$ cat config.mk
export PLATFORM = sky130hd
export DESIGN_NAME = conv_tile_sequencer
export DESIGN_NICKNAME = d
export VERILOG_FILES = /design/src/rtl/conv_tile_sequencer.sv
export SDC_FILE = /design/constraint.sdc
export NUM_CORES = 1
export LEC_CHECK = 0
export CAP_MARGIN = 15
export CORE_ASPECT_RATIO = 0.75
export CORE_MARGIN = 1
export CORE_UTILIZATION = 44
export DETAILED_ROUTE_END_ITERATION = 16
export GPL_TIMING_DRIVEN = 0
export PLACE_DENSITY_LB_ADDON = 0.3
export SLEW_MARGIN = 20
export SYNTH_ARGS = -nofsm -noshare
export SYNTH_HDL_FRONTEND = slang
export SYNTH_SLANG_ARGS = --single-unit
$ cat constraint.sdc
create_clock -name clk -period 2.1 [get_ports clk]
set_input_delay 0.315 -clock clk [delete_from_list [all_inputs] [get_ports clk]]
set_output_delay 0.315 -clock clk [all_outputs]
set_load 0.05 [all_outputs]
$ cat src/rtl/conv_tile_sequencer.sv
// Byte-stream front/back end for the 3x3 row-stationary PE array: loads filter and
// ifmap buffers, sequences the array reset/enable window, then streams out the results.
module conv_tile_sequencer #(
    parameter int unsigned DATA_W         = 8,
    parameter int unsigned FLT_N          = 9,
    parameter int unsigned IF_N           = 25,
    parameter int unsigned OUT_N          = 9,
    parameter int unsigned COMPUTE_CYCLES = 8
) (
    input  logic                      clk,
    input  logic                      rst,
    input  logic                      s_valid,
    output logic                      s_ready,
    input  logic [DATA_W-1:0]         s_data,
    output logic [FLT_N*DATA_W-1:0]   filter_flat,
    output logic [IF_N*DATA_W-1:0]    ifmap_flat,
    output logic                      arr_rst,
    output logic                      arr_en,
    input  logic [OUT_N*DATA_W-1:0]   sum_in_flat,
    output logic                      m_valid,
    input  logic                      m_ready,
    output logic [DATA_W-1:0]         m_data,
    output logic                      m_last,
    output logic                      busy
);
    localparam int unsigned MAX_A = (FLT_N > OUT_N) ? FLT_N : OUT_N;
    localparam int unsigned MAX_N = (IF_N > MAX_A) ? IF_N : MAX_A;
    localparam int unsigned IDX_W = $clog2(MAX_N + 1);
    localparam int unsigned CYC_W = $clog2(COMPUTE_CYCLES + 1);

    typedef enum logic [2:0] {LOAD_FLT, LOAD_IF, ARR_RST, COMPUTE, DRAIN} state_t;

    state_t                    state_q, state_d;
    logic [IDX_W-1:0]          idx_q, idx_d;
    logic [CYC_W-1:0]          cyc_q, cyc_d;
    logic [FLT_N*DATA_W-1:0]   filter_q;
    logic [IF_N*DATA_W-1:0]    ifmap_q;
    logic [OUT_N*DATA_W-1:0]   result_q;
    logic                      capture;
    logic                      s_fire, m_fire;

    assign s_ready = !rst && (state_q == LOAD_FLT || state_q == LOAD_IF);
    assign s_fire  = s_valid && s_ready;
    assign m_valid = (state_q == DRAIN);
    assign m_fire  = m_valid && m_ready;
    assign arr_en  = (state_q == COMPUTE);
    assign arr_rst = !arr_en;
    assign busy    = (state_q == ARR_RST) || (state_q == COMPUTE) || (state_q == DRAIN);
    assign m_last  = m_valid && (idx_q == IDX_W'(OUT_N - 1));

    assign filter_flat = filter_q;
    assign ifmap_flat  = ifmap_q;

    always_ff @(posedge clk) begin
        if (rst) begin
            state_q <= LOAD_FLT;
            idx_q   <= '0;
            cyc_q   <= '0;
        end else begin
            state_q <= state_d;
            idx_q   <= idx_d;
            cyc_q   <= cyc_d;
        end
    end

    always_comb begin
        state_d = state_q;
        idx_d   = idx_q;
        cyc_d   = cyc_q;
        capture = 1'b0;
        case (state_q)
            LOAD_FLT: if (s_fire) begin
                if (idx_q == IDX_W'(FLT_N - 1)) begin
                    idx_d   = '0;
                    state_d = LOAD_IF;
                end else begin
                    idx_d = idx_q + IDX_W'(1);
                end
            end
            LOAD_IF: if (s_fire) begin
                if (idx_q == IDX_W'(IF_N - 1)) begin
                    idx_d   = '0;
                    state_d = ARR_RST;
                end else begin
                    idx_d = idx_q + IDX_W'(1);
                end
            end
            ARR_RST: begin
                cyc_d   = '0;
                state_d = COMPUTE;
            end
            COMPUTE: begin
                if (cyc_q == CYC_W'(COMPUTE_CYCLES - 1)) begin
                    capture = 1'b1;
                    cyc_d   = '0;
                    idx_d   = '0;
                    state_d = DRAIN;
                end else begin
                    cyc_d = cyc_q + CYC_W'(1);
                end
            end
            DRAIN: if (m_fire) begin
                if (idx_q == IDX_W'(OUT_N - 1)) begin
                    idx_d   = '0;
                    state_d = LOAD_FLT;
                end else begin
                    idx_d = idx_q + IDX_W'(1);
                end
            end
            default: state_d = LOAD_FLT;
        endcase
    end

    // Buffers update only on handshakes / the capture edge; old tile data persists otherwise.
    always_ff @(posedge clk) begin
        if (rst) begin
            filter_q <= '0;
            ifmap_q  <= '0;
            result_q <= '0;
        end else begin
            if (s_fire && state_q == LOAD_FLT) begin
                for (int k = 0; k < int'(FLT_N); k++)
                    if (idx_q == IDX_W'(k)) filter_q[k*DATA_W +: DATA_W] <= s_data;
            end
            if (s_fire && state_q == LOAD_IF) begin
                for (int k = 0; k < int'(IF_N); k++)
                    if (idx_q == IDX_W'(k)) ifmap_q[k*DATA_W +: DATA_W] <= s_data;
            end
            if (capture) result_q <= sum_in_flat;
        end
    end

    always_comb begin
        m_data = '0;
        for (int k = 0; k < int'(OUT_N); k++)
            if (idx_q == IDX_W'(k)) m_data = result_q[k*DATA_W +: DATA_W];
    end

endmodule

==> results.cfg <==
[timing]
fin_crit_sh_pct = 130
drv_slew = 0
slew_headroom_pct = 47.0
setup_viol = 12
rsz0062_at_grt = yes
max_freq_mhz = 367
fin_tns_setup_ns = -5.07
worst_slack_ns = -0.628
hold_viol = 0
worst_pin_slew_ns = 0.793
fin_skew_ns = 0.0103
min_period_ns = 2.73

[outcome]
status = complete, but fails checks
violations = negative setup slack

[die]
initial_core_util_pct = 45.0
die_area_sq_mm = 0.0329
die_w_um = 209
fp.dieH_um = 157
io_pins = 370
rows = 56
core_area_sq_mm = 0.0315

[routing]
drt_wl_total_um = 49800
drc = 0
drtIter0Drc = 964
drtAntennaViolNets = 0
vias = 12900
post_drt_wl_per_cell_um = 20.8
drt-vias-per-instance = 5.38
first_pass_iters = 7

[logic_synthesis]
async_flop_share_pct = 0
ys.flop_type = dfxtp_1
ys_seq_area_share_pct = 50.3
syn_inst = 1540
ys_ff_latch = 356
synth-edff-count = 0
synthDistinctLibCells = 58
yosys_warnings = 0
synthesis.nets = 1630
syn_avg_cell_area_sq_um = 9.20
synthesis.area_sq_mm = 0.0142

[clock_network]
cts_made_buffers = 37
h-tree-depth = 2
clock-sinks = 356
clk_latency_ns = 0.53
clk_pin_slew_ns = 0.06
ctsHoldBuffers = 0
cts_tree = built
cts_root_buf = clkbuf_16
clk_path_buf_depth = 3

[power_and_ir_drop]
p_per_area_mw_per_mm2 = 701
peakVddDrop_mv = 0.729
leakagePower_nw = 9.00

[worst_setup_path]
cp.arrival_ns = 2.41
end_kind = output pin
cp_max_fo = 10
crit_type = reg2out
cp-start-kind = flip-flop
cp.required_ns = 1.78

[layout]
nNetsFinal = 2055
nFillCells = 2581
diodes = 0
drive_above_1_share_pct = 12.1
area_growth_pct = 44.9
post-route-util_pct = 65.2

[grt]
grt_overflow = 0
track_usage_pct = 29.3
grt_max_degree = 15
antenna_found_initial = 0
grt_pass1_wl_um = 73700
grt_pass1_vias = 12500

[placed_design]
place_hpwl_um = 35600
gp_congestion = 0.940
io_buffers = 360

[job]
drv_cap = 0

[min_path]
hold_class = in2reg
## stage by stage
stage | setup slack [ns] | hold slack [ns] | instances | total power [W] | area, sq um
global placement | -1.15 | 0.439 | 2306 | 0.00779 | 18400
floorplan | -0.0516 | 0.431 | 1540 | 0.00741 | 14300
finish | -0.628 | 0.157 | 2398 | 0.0144 | 20500
detailed placement | -1.18 | 0.446 | 2306 | 0.00780 | 18400
global route | -0.668 | 0.183 | 2398 | 0.0148 | 20500
CTS | -0.573 | 0.141 | 2392 | 0.0144 | 20200
## layer usage
metal | part of all wire (%) | GRT usage, % | vias to the layer above
li1 | - | - | 6073
met1 | 43 | 38.1 | 6273
met2 | 46 | 47.0 | 474
met3 | 9.0 | 8.60 | 82
met4 | 2.3 | 8.26 | 0
met5 | 0 | 0 | -
## area by class of cell
type	instances	area (sq um)	share of cell area (%)
Inverter	16	66.3	0.323
Tap cell	406	508	2.48
Sequential cell	356	7140	34.8
Timing Repair Buffer	390	3900	19.0
Buffer	129	709	3.46
Multi-Input combinational cell	1035	6980	34.0
Clock buffer	55	1100	5.34
Clock inverter	11	115	0.561
## what timing repair did
item | 4_1_cts | 5_1_grt
pin swaps | 18 | 9
gates cloned | 0 | 0
endpoints found under the setup margin | 207 | 177
buffers inserted | 24 | 6
gates resized for setup | 191 | 54
## sequential cells by signal, summed over array words and instances, names as in the netlist
name / count
idx_q: 5
cyc_q: 4
state_q: 3
result_q: 72
filter_flat: 72
ifmap_flat: 200
## worst max-delay path: stages (launching register included)
cell and delay [ns]:
dfxtp_1 0.53, buf_4 0.28, buf_4 0.27, nor2_2 0.14
a32oi_2 0.36, o22ai_4 0.14, buf_6 0.17
## power breakdown
group	total, W	internal, W	switching, W
Clock	0.00660	0.00387	0.00272
Combinational	0.00101	0.000379	0.000627
Sequential	0.00679	0.00677	0.0000180
## logic make-up (layout without fill, tap and decap cells)
logic type	Yosys count	after routing	synth area share [%]
buffers and inverters	149	601	4.42
adder cells (fa/ha/maj)	6	6	0.530
flip-flops	356	356	50.3
AO/OA/AOI/OAI	200	200	8.21
multiplexers	241	241	17.0
AND/OR/NAND/NOR	588	588	19.5
## cells in the final DEF (no fill, tap or decap), drive strengths merged, types with 3 or more instances in the layout
master	count
dfxtp	356
dlymetal6s2s	6
buf	81
a31oi	3
nand2	227
a221oi	8
mux2i	241
a211oi	3
and4b	3
nor3b	6
a21oi	132
nor2b	5
a32oi	7
a22o	6
and3b	4
nand2b	11
nand4b	9
nor2	257
o22ai	12
ha	6
inv	16
nor4	3
clkinv	7
clkbuf	147
o21ai	15
and3	3
nand3	15
and4	4
nand4	22
clkdlybuf4s50	340
nor3	7
## Yosys cell counts, types with 3 or more instances
library cell | instances | area share [%]
buf_1 | 7 | 0.19
nand2_1 | 227 | 6.0
and3_1 | 3 | 0.13
a31oi_1 | 3 | 0.13
o21ai_0 | 15 | 0.53
dfxtp_1 | 356 | 50
nand3_1 | 5 | 0.18
nor3b_1 | 3 | 0.16
o22ai_1 | 12 | 0.53
nand4_1 | 5 | 0.22
clkbuf_1 | 90 | 2.4
a32oi_1 | 7 | 0.43
buf_2 | 29 | 1.0
nand2b_1 | 11 | 0.49
ha_1 | 6 | 0.53
a221oi_1 | 8 | 0.49
nand3_2 | 10 | 0.71
mux2i_1 | 241 | 17
and3b_1 | 4 | 0.25
nand4b_1 | 9 | 0.56
nor2b_1 | 5 | 0.22
and4_1 | 4 | 0.25
nor2_1 | 256 | 6.8
inv_1 | 16 | 0.42
nor3_1 | 7 | 0.25
nand4_2 | 15 | 1.3
a21oi_1 | 132 | 4.7
a22o_1 | 6 | 0.37
a211oi_1 | 3 | 0.16
and4b_1 | 3 | 0.21
buf_4 | 6 | 0.32
## path summary, 6_finish.rpt
| check | from | endpoint | slack [ns] | cells after the start |
|---|---|---|---|---|
| setup / recovery | idx_q[4] | m_data[2] | -0.63 | 6 |
| hold / removal | s_data[7] | ifmap_flat[47] | 0.16 | 3 |
| setup reg to reg | state_q[2] | filter_flat[28] | -0.02 | 6 |
| hold reg to reg | ifmap_flat[5] | ifmap_flat[5] | 0.45 | 2 |
(Power assumes the default switching activity.)
